File: config.mk
export PLATFORM = sky130hd
export DESIGN_NAME = fft_frame_loader
export DESIGN_NICKNAME = d
export VERILOG_FILES = /design/src/rtl/fft_frame_loader.sv
export SDC_FILE = /design/constraint.sdc
export NUM_CORES = 1
export LEC_CHECK = 0
export CORE_AREA = 2 2 236 238
export DETAILED_ROUTE_END_ITERATION = 8
export DIE_AREA = 0 0 238 240
export GPL_TIMING_DRIVEN = 0
export SLEW_MARGIN = 25
export SYNTH_ARGS = -nofsm -noshare
export SYNTH_HDL_FRONTEND = slang
export SYNTH_SLANG_ARGS = --single-unit
File: constraint.sdc
create_clock -name clk -period 21.7 [get_ports clk]
set_input_delay 3.255 -clock clk [delete_from_list [all_inputs] [get_ports clk]]
set_output_delay 3.255 -clock clk [all_outputs]
set_load 0.005 [all_outputs]
File: src/rtl/fft_frame_loader.sv
// rtl/fft_frame_loader.sv - streaming sample collector presenting complete frames to a parallel FFT input
module fft_frame_loader #(
    parameter int N = 4,
    parameter int W = 32
) (
    input  logic                clk,
    input  logic                rst,
    input  logic                s_valid,
    output logic                s_ready,
    input  logic signed [W:0]   s_re,
    input  logic signed [W:0]   s_im,
    input  logic                s_last,
    output logic signed [W:0]   x [N][2],
    output logic                frame_valid,
    input  logic                frame_ready,
    output logic                frame_err
);
    localparam int IW = (N > 1) ? $clog2(N) : 1;
    localparam logic [IW-1:0] LAST_IDX = IW'(N - 1);

    logic [IW-1:0]      wr_idx;
    logic               cfull;
    logic signed [W:0]  cbuf [N][2];
    logic signed [W:0]  obuf [N][2];
    logic               accept;
    logic               transfer;

    // Gating with rst keeps the source stalled for the whole reset window.
    assign s_ready  = !cfull && !rst;
    assign accept   = s_valid && s_ready;
    assign transfer = cfull && (!frame_valid || frame_ready);
    assign x        = obuf;

    always_ff @(posedge clk or posedge rst) begin
        if (rst) begin
            wr_idx      <= '0;
            cfull       <= 1'b0;
            frame_valid <= 1'b0;
            frame_err   <= 1'b0;
            for (int k = 0; k < N; k++) begin
                for (int c = 0; c < 2; c++) begin
                    cbuf[k][c] <= '0;
                    obuf[k][c] <= '0;
                end
            end
        end else begin
            frame_err <= 1'b0;
            if (accept) begin
                cbuf[wr_idx][0] <= s_re;
                cbuf[wr_idx][1] <= s_im;
                if (wr_idx == LAST_IDX) begin
                    cfull     <= 1'b1;
                    wr_idx    <= '0;
                    frame_err <= !s_last;
                end else if (s_last) begin
                    // Short frame: drop what was collected and restart at slot 0.
                    wr_idx    <= '0;
                    frame_err <= 1'b1;
                end else begin
                    wr_idx <= wr_idx + 1'b1;
                end
            end
            // accept and transfer are mutually exclusive, so cfull has one writer per cycle.
            if (transfer) begin
                for (int k = 0; k < N; k++) begin
                    for (int c = 0; c < 2; c++) begin
                        obuf[k][c] <= cbuf[k][c];
                    end
                end
                frame_valid <= 1'b1;
                cfull       <= 1'b0;
            end else if (frame_valid && frame_ready) begin
                frame_valid <= 1'b0;
            end
        end
    end
endmodule

# Word level (Yosys, flattened, before mapping)
# Cells that the tools add are included.
[totals]
in_bits = 71
register_bits = 533
latchBits = 0
output_inout_bits = 267
memories = 0
mem_bits_rw = 0
romBits = 0
word_cells = 55
[classes]
eq_ne = 1
shifts = 0
magnitude_cmp = 2
n_mul = 0
n_bitwise = 1
mux = 16
addsub = 1
n_reduce_logical = 14
div = 0
[op_table]
columns = ["op", "count"]
rows = [
  ["bitwise mux 264 bit", 2],
  ["demux 66 bit (select 2 bit)", 2],
  ["two-way mux 66 bit", 1],
  ["two-way mux 33 bit", 1],
  ["two-way mux 1 bit", 8],
  ["nonzero test 2 bit", 3],
  ["logical AND 1 bit", 5],
  ["zero test 1 bit", 4],
  ["two-way mux 2 bit", 2],
  [">= comparator 3 bit, second input constant", 1],
  ["< comparator 3 x 1 -> 1 bit, second input constant", 1],
  ["NOT 2 -> 3 bit", 1],
  ["adder 2 x 1 -> 2 bit, second input constant", 1],
  ["== test 2 bit, second input constant", 1],
  ["AND reduction 2 bit", 1],
  ["logical OR 1 bit", 1],
]

# Depth between registers and ports, before layout
# Gate-level depths: netlist of run 1.
[depth]
word_depth = 7
mapped_depth = 6

# Least setup slack after synthesis of run 1
# OpenSTA, ideal clock, no wires.
[synth_path]
path_kind = "input to output"
start = "input port rst"
end = "output port s_ready"
stages = 1
arrival_time_ns = 3.361
slack_ns = 15.084
t_required_ns = 18.445
cell_sequence = "nor2_1"
[synth_between]
elab_chain_len = 2
[synth_rtl]
columns = ["element", "line", "rtl"]
rows = [
  ["start, declared", "7", "input logic rst,"],
  ["zero test 1 bit (no source line)", "-", ""],
  ["logical AND 1 bit", "29", "assign s_ready = !cfull && !rst;"],
  ["end, declared", "9", "output logic s_ready,"],
]
# Every way passes these cells.

# Final worst setup path of run 1
# Same ends and word-level chain as after synthesis.

==> impl_metrics.tcl, run 1 <==
set metrics [dict create \
    status "completed" \
    clk_pin_slew_ps 60 \
    synth_seq_area_share_pct 66.90 \
    synth_warnings 0 \
    place_congestion 0.7325 \
    post-route-drc-count 0 \
    rows 86 \
    start_util_pct 36.47 \
    p_leak_nw 11.56 \
    syn_nets 1218 \
    cts_tree "built" \
    drv_cap 0 \
    cts_resized 0 \
    power_density_nw_per_um2 155.3 \
    critPathArrivalTime_ps 4490 \
    ys_seq_elements 533 \
    placed_area_um2 24390 \
    rsz0062_at_grt "no" \
    antenna_left 0 \
    p_seq_share_pct 42.4 \
    cp-start-kind "input port" \
    grt_overflow 0 \
    fin_crit_sh_pct 35.68 \
    fmax_ghz 0.1292 \
    final_common_cell "dfrtp_1" \
    finalHoldViolCount 0 \
    power_switching_mw 1.103 \
    path_buf_inv 2 \
    p_clk_share_pct 23.9 \
    antenna_found_initial 1 \
    clock_latency_ps 600 \
    drt_iter0_drc 379 \
    dpl.hpwl_mm 32.89 \
    nNetsFinal 1621 \
    finalWirelength_mm 48.03 \
    crit_required_ps 18450 \
    cpPeakStageDelay_ps 560 \
    design_area_um2 26290 \
    syn2layout_area_growth_pct 31.86 \
    grtUsageTotal_pct 16.82 \
    swShare_pct 27.01 \
    avgSynthCellArea_um2 17.44 \
    cts_buffers 57 \
    firstDrtPassIters 4 \
    dieArea_um2 57120 \
    tightest_slew_ps 986.7 \
    cts-root-buf "clkbuf_16" \
    mostFrequentLayoutCells "dfrtp_1, mux2_2, clkdlybuf4s50_1" \
    grt_pass1_vias 11630 \
    dieWidth_um 238 \
    layout_min_cycle_time_ps 7742 \
    cts_num_sinks 533 \
    holdCritPathClass "reg2reg" \
    p_int_mw 2.980 \
    grt_pass1_wl_mm 72.80 \
    num_io_pins 338 \
    crit_path_frequent_cell "clkdlybuf4s50_1" \
    io_buffer_count 337 \
    vias_per_cell 4.779 \
    endpoint_kind "output pin" \
    finalSetupViolCount 0 \
    setup_tns_ps 0 \
    cts.path.max_buffers 3 \
    worstPathMaxFanout 3 \
    critPathTopFamily "buffers and inverters" \
    fin_skew_ps 14.43 \
    crit_chain "clkdlybuf4s50_1 > nor2_1 > clkdlybuf4s50_1" \
    layout-drive-gt1-share_pct 42.98 \
    syn_area_um2 19940 \
    cts.htree.levels 2 \
    drv_slew 0 \
    coreArea_um2 54660 \
    pwr-share-comb_pct 33.7 \
    ir_drop_mv 0.09520 \
    vias 10970 \
    crit_path_top_delay_cell "clkdlybuf4s50_1" \
    die_h_um 240 \
    crit_type "in2out" \
    max_slew_margin_pct 34.22 \
    holdBufCountCts 0 \
    cts_setup_buffers 0 \
    grt_max_degree 79 \
    synthCells 1143 \
    synth.distinct_cells 19 \
    wl_per_cell_um 20.92 \
]
==> power groups by stage <==
| stage | clock network, mW | registers (mW) | logic [mW] |
|---|---|---|---|
| floorplan | 0 | 1.71 | 0.676 |
| global placement | 0 | 1.74 | 1.37 |
| detailed placement | 0 | 1.75 | 1.40 |
| CTS | 1.01 | 1.74 | 1.41 |
| global route | 1.05 | 1.80 | 1.48 |
| finish | 0.976 | 1.73 | 1.38 |
==> cells by family (layout without fill, tap and decap cells) <==
group | after synthesis | in the layout | share of synthesized area (%)
xor+xnor | 1 | 1 | 0.04394
compound gates | 3 | 3 | 0.08788
simple gates | 13 | 13 | 0.4205
flops | 533 | 533 | 66.90
buf+inv | 61 | 507 | 2.284
fa+ha+maj | 4 | 4 | 0.2510
mux | 528 | 528 | 30.01
other cells | 0 | 3 | 0
==> worst register-to-register path, delay by kind of cell (launching register included) <==
family,cells,cell delay [ps]
multiplexers,1,380
flip-flops,1,520
AND/OR/NAND/NOR,1,170
buffers and inverters,2,1210
==> cell usage after synthesis, drive strengths merged <==
| library cell | n | area (um2) |
|---|---|---|
| dfrtp | 533 | 13340 |
| mux2 | 528 | 5983 |
| buf | 56 | 436.7 |
| and2 | 5 | 31.28 |
| ha | 4 | 50.05 |
| inv | 3 | 11.26 |
| clkbuf | 2 | 7.510 |
| nand2b | 2 | 12.51 |
| nand3 | 2 | 10.01 |
| nor2 | 2 | 7.510 |
| o21ai | 2 | 10.01 |
| nand2 | 1 | 3.750 |
| nor3b | 1 | 18.77 |
| o21a | 1 | 7.510 |
| xor2 | 1 | 8.760 |
==> path summary, 6_finish.rpt <==
check	from	to	slack, ps	cells after the start
max reg2reg	cfull	x[166]	19290	4
min	cbuf[62]	x[62]	500	1
min in group asynchronous	rst	x[245]	3230	2
min reg2reg	cbuf[62]	x[62]	500	1
max in group asynchronous	rst	cbuf[84]	17090	5
max	rst	s_ready	13960	3
==> per-stage QoR <==
step / worst slack [ps] / std cells / hold WS [ps] / utilization, % / power [mW]
6_report: 13960 / 2296 / 497.9 / 48.09 / 4.083
5_1_grt: 13900 / 2293 / 507.3 / 48.08 / 4.325
4_1_cts: 13950 / 2293 / 498.6 / 48.08 / 4.152
3_5_place_dp: 13960 / 2191 / 489.2 / 44.62 / 3.154
3_3_place_gp: -2343 / 2184 / 481.8 / 44.25 / 3.109
2_1_floorplan: 3550 / 1143 / 476.6 / - / 2.391
==> layout make-up <==
cell class | instances | area [um2]
clock buffer | 82 | 1650
timing repair buffer | 344 | 3566
tap | 704 | 880.8
clock inverter | 20 | 240.2
antenna | 3 | 7.507
multi-input combinational | 549 | 6143
inverter | 3 | 18.77
fill | 4688 | 28370
buffer | 58 | 444.2
sequential | 533 | 13340
==> registers in the layout, summed over array words and instances, names as in the netlist <==
name         cells
wr_idx           2
cbuf           264
frame_err        1
frame_valid      1
cfull            1
x              264
==> routing by layer <==
| layer | global-route usage (%) | up-vias | part of all wire, % |
|---|---|---|---|
| met3 | 4.960 | 68 | 6.4 |
| li1 | - | 4853 | - |
| met5 | 0 | - | 0 |
| met2 | 26.96 | 231 | 48 |
| met1 | 22.56 | 5821 | 44 |
| met4 | 4.034 | 0 | 1.9 |
No activity file was read; power rests on OpenSTA's default activity.
==> run 2, diff against run 1 <==
==> constraint.sdc (replaced) <==
create_clock -name clk -period 6.4 [get_ports clk]
set_input_delay 0.96 -clock clk [delete_from_list [all_inputs] [get_ports clk]]
set_output_delay 0.96 -clock clk [all_outputs]
set_load 0.005 [all_outputs]
==> impl_metrics.tcl, run 2 (same netlist as run 1, synthesis figures left out) <==
set metrics [dict create \
    status "completed" \
    swShare_pct 27.25 \
    rows 86 \
    crit_path_frequent_cell "clkdlybuf4s50_1" \
    drv_slew 0 \
    layout_min_cycle_time_ps 3087 \
    pwr-share-comb_pct 34.3 \
    finalWirelength_mm 48.12 \
    p_clk_share_pct 22.7 \
    p_int_mw 9.925 \
    die_h_um 240 \
    r2r_slack_ps 4030 \
    crit_type "in2out" \
    ir_drop_mv 0.2519 \
    mostFrequentLayoutCells "dfrtp_1, mux2_2, clkdlybuf4s50_1" \
    fmax_ghz 0.3239 \
    grt_overflow 0 \
    io_buffer_count 337 \
    grtUsageTotal_pct 16.92 \
    start_util_pct 36.47 \
    clk_pin_slew_ps 60 \
    power_density_nw_per_um2 517.5 \
    antenna_left 0 \
    antenna_found_initial 2 \
    cts_resized 0 \
    worstPathMaxFanout 3 \
    crit_path_top_delay_cell "clkdlybuf4s50_1" \
    cts-root-buf "clkbuf_16" \
    num_io_pins 338 \
    cpPeakStageDelay_ps 520 \
    dp.cells 2203 \
    grt_pass1_vias 11920 \
    tightest_slew_ps 930.4 \
    fin_skew_ps 12.01 \
    syn2layout_area_growth_pct 32.23 \
    cts.htree.levels 2 \
    drt_iter0_drc 324 \
    crit_required_ps 5440 \
    finalSetupViolCount 0 \
    finalNonFillerCells 2306 \
    place_congestion 0.7521 \
    cts_tree "built" \
    clock_latency_ps 590 \
    final_common_cell "dfrtp_1" \
    power_switching_mw 3.718 \
    endpoint_kind "output pin" \
    rsz0062_at_grt "no" \
    drv_cap 0 \
    cts_buffers 57 \
    cts_num_sinks 533 \
    max_slew_margin_pct 37.98 \
    firstDrtPassIters 4 \
    dieArea_um2 57120 \
    cts.path.max_buffers 3 \
    finalHoldViolCount 0 \
    wl_per_cell_um 20.87 \
    cp-start-kind "input port" \
    dieWidth_um 238 \
    nNetsFinal 1633 \
    fin_crit_sh_pct 48.24 \
    power_mw 13.64 \
    layout-drive-gt1-share_pct 43.09 \
    grt_max_degree 34 \
    crit_chain "clkdlybuf4s50_1 > nor2_1 > clkdlybuf4s50_1" \
    cts_setup_buffers 0 \
    vias 11020 \
    holdBufCountCts 0 \
    critPathArrivalTime_ps 2130 \
    coreArea_um2 54660 \
    vias_per_cell 4.777 \
    grt_pass1_wl_mm 73.32 \
    holdCritPathClass "reg2reg" \
    post-route-drc-count 0 \
    p_seq_share_pct 43.0 \
    p_leak_nw 11.58 \
    dpl.hpwl_mm 33.66 \
]
run 2: critical path: cells and delay by family:
family                 cells  cell delay (ps)
buffers and inverters      2             1030
AND/OR/NAND/NOR            1              140
run 2: per-layer routing:
layer / share of wire [%] / wire length (um) / global-route usage, %
met1: 43 / 20840 / 21.84
met2: 48 / 22890 / 27.41
met3: 6.4 / 3096 / 5.304
met4: 2.7 / 1276 / 5.076
met5: 0.027 / 13 / 0
run 2: per-stage QoR:
step	setup slack, ps	instance area (um2)	util, %	setup TNS, ps	hold slack (ps)
floorplan	-1806	19940	-	-962630	476.6
global placement	-5104	24190	44.26	-2697000	482.6
detailed placement	2939	24600	45.01	0	489.6
CTS	3302	26360	48.21	0	499.7
global route	3271	26360	48.21	0	511.9
finish	3313	26360	48.23	0	491.7
run 2: cell type report:
cell class | count | area, um2
diodes | 3 | 7.507
plain buffers | 58 | 444.2
clock buffers | 83 | 1624
clock inverters | 17 | 126.4
fillers | 4739 | 28300
inverters | 3 | 15.01
multi-input cells | 549 | 6143
flip-flops and latches | 533 | 13340
well taps | 704 | 880.8
repair buffers | 356 | 3784
run 2: final timing paths:
check,start,cells after the start,endpoint
worst max-delay path,rst,3,s_ready
min in group asynchronous,rst,2,cbuf[180]
max in group asynchronous,rst,8,cbuf[159]
worst min-delay path,cbuf[199],1,x[199]
worst min register to register,cbuf[199],1,x[199]
worst max register to register,cfull,4,x[168]
run 2: power groups by stage:
stage                     combinational, mW  clock, mW  sequential (mW)
after floorplan                        2.29          0             5.82
after global placement                 4.66          0             5.88
after detailed placement               4.76          0             5.94
after CTS                              4.79       3.21             5.89
after global routing                   5.02       3.36             6.08
final                                  4.68       3.10             5.86
==> run 3, diff against run 2 <==
==> constraint.sdc (replaced) <==
create_clock -name clk -period 3.1 [get_ports clk]
set_input_delay 0.465 -clock clk [delete_from_list [all_inputs] [get_ports clk]]
set_output_delay 0.465 -clock clk [all_outputs]
set_load 0.005 [all_outputs]
==> results of run 3 <==
Same layout as run 2 (identical final DEF). Status: completed.
Among the figures that moved: setup slack after placement 2939 ps -> 134.4 ps; setup slack after layout 3313 ps -> 728.5 ps; hold slack 491.7 ps -> 417.2 ps; start point of the critical path rst -> cfull; end point of the critical path s_ready -> x[168]; register-to-register setup slack 4030 ps -> 730 ps; total power 13.64 mW -> 28.17 mW; worst IR drop on VDD 0.2519 mV -> 0.5200 mV
==> variant, RTL diff (settings of run 3) <==
Register the output `frame_err` once more, without a reset; this adds one clock of latency there. The other outputs are not delayed to match.
--- a/src/rtl/fft_frame_loader.sv
+++ b/src/rtl/fft_frame_loader.sv
@@ -19,4 +19,6 @@
     localparam logic [IW-1:0] LAST_IDX = IW'(N - 1);
 
+    logic frame_err_s0;
+
     logic [IW-1:0]      wr_idx;
     logic               cfull;
@@ -37,5 +39,5 @@
             cfull       <= 1'b0;
             frame_valid <= 1'b0;
-            frame_err   <= 1'b0;
+            frame_err_s0 <= 1'b0;
             for (int k = 0; k < N; k++) begin
                 for (int c = 0; c < 2; c++) begin
@@ -45,5 +47,5 @@
             end
         end else begin
-            frame_err <= 1'b0;
+            frame_err_s0 <= 1'b0;
             if (accept) begin
                 cbuf[wr_idx][0] <= s_re;
@@ -52,9 +54,9 @@
                     cfull     <= 1'b1;
                     wr_idx    <= '0;
-                    frame_err <= !s_last;
+                    frame_err_s0 <= !s_last;
                 end else if (s_last) begin
                     // Short frame: drop what was collected and restart at slot 0.
                     wr_idx    <= '0;
-                    frame_err <= 1'b1;
+                    frame_err_s0 <= 1'b1;
                 end else begin
                     wr_idx <= wr_idx + 1'b1;
@@ -75,4 +77,8 @@
         end
     end
+    always_ff @(posedge clk) begin
+        frame_err <= frame_err_s0;
+    end
+
 endmodule
 
Check against the original RTL: not equivalent (Yosys sat finds a counterexample within 4 cycles, from zero or initial values and one cycle with rst high).
==> variant against run 3 <==
Cell area is 0.59% higher; routed wire length decreased by 0.92%; total power is 1.2% higher; sequential share of layout area fell by 0.22 points; die area stayed put; sequential cell count grew 1; synthesized area grew 0.10%; utilization rose by 0.28 points; cell count grew 0.13%; worst setup slack got worse by 0.039 ns; largest cell class unchanged; highest routed layer is now met4.
==> variant: results (changes against run 3) <==
- Status: complete, no violations
- Via density per instance: 4.73 (-0.97%)
- Number of DRC violations after detailed-routing iteration 0: 298 (-8.0%)
- Inserted Clock Buffers: 56 (-1.8%)
- Highest metal layer used by the detailed router: met4
- Antenna violations before repair: 4 (+2)
- Placement Cell Area: 24600 µm² (+0.16%)
- HPWL Detailed: 33500 µm (-0.52%)
- Maximum number of pins on one net before global-route repair: 33 (-2.9%)
- Standby leakage power: 0.0116 µW (+0.53%)
- Data arrival time of the critical path: 2.88 ns (+0.03 ns)
- Number of global-route vias before repair: 11700 (-1.7%)
- Worst hold margin: 0.357 ns (-0.0604 ns)
- Global placement routability congestion: 0.735 (-2.2%)
- Skew final: 0.0159 ns (+0.00393 ns)
- Internal power summed over all cells: 20900 µW (+1.8%)
- Destination of the worst register-to-register timing path: x[159]
- Global-route wire length before repair: 73100 µm (-0.31%)
- Maximum cell stage delay along the critical path: 0.73 ns (+0.02 ns)
- Peak supply drop: 0.551 mV (+5.9%)
- Async S/R FF share, synth: 99.8% (-0.19 points)
- Number of distinct standard cells referenced by the synthesized netlist: 20 (+1)
- Largest cells by area after synthesis: sky130_fd_sc_hd__dfrtp_1, sky130_fd_sc_hd__mux2_2, sky130_fd_sc_hd__buf_2
- Detailed-routed wire length on met3: 3270 µm (+5.5%)
- Detail Route met2 WL: 22900 µm (+0.19%)
- Nets: 1634 (+0.061%)
- Max-Slew Margin vs Limit: 36.3% (-1.7 points)
[variant: worst max path at each step]
| stage | slack, ns | cells after the start | to | from |
|---|---|---|---|---|
| global placement | -7.94 | 2 | cbuf[213] | rst |
| floorplan | -4.61 | 1 | cbuf[0] | rst |
| CTS | 0.60 | 4 | x[106] | cfull |
| finish | 0.69 | 4 | x[159] | cfull |
| global route | 0.50 | 4 | x[106] | cfull |
| detailed placement | 0.15 | 6 | x[159] | frame_ready |
[variant: area by class of cell]
type | instances | area, µm² | area share (%)
inverters | 3 | 15.0 | 0.0566
diodes | 2 | 5.00 | 0.0189
flip-flops and latches | 534 | 13400 | 50.4
multi-input cells | 549 | 6140 | 23.2
plain buffers | 58 | 444 | 1.68
clock inverters | 14 | 185 | 0.698
well taps | 704 | 881 | 3.32
repair buffers | 357 | 3800 | 14.3
clock buffers | 88 | 1680 | 6.35
[variant: power by group through the flow]
stage,sequential (µW),clock (µW),combinational (µW)
final,12100,6750,9640
after global routing,12600,7280,10400
after CTS,12200,6960,9880
after detailed placement,12300,0,9840
after global placement,12200,0,9600
after floorplan,12000,0,4730
[variant: logic make-up after synthesis]
kind of cell               synth area share (%)
AOI/OAI and AO/OA                        0.0878
xor gates and xnor gates                 0.0439
adders and majority gates                 0.251
buffers and inverters                      2.28
DFF                                        66.9
muxes                                      30.0
and+or+nand+nor                           0.420
[variant: metal layers]
layer	GRT usage [%]	vias to the layer above
li1	-	4878
met1	21.9	5738
met2	27.5	243
met3	5.18	63
met4	4.47	0
met5	0	-
[variant: through the flow]
step	setup WS (ns)	util (%)	setup TNS, ns	std cells
after floorplan	-4.61	-	-2457.70	1144
after global routing	0.503	48.5	0	2308
after CTS	0.599	48.5	0	2307
after detailed placement	0.153	45.1	0	2205
final	0.689	48.5	0	2309
after global placement	-7.94	44.3	-4194.60	2185
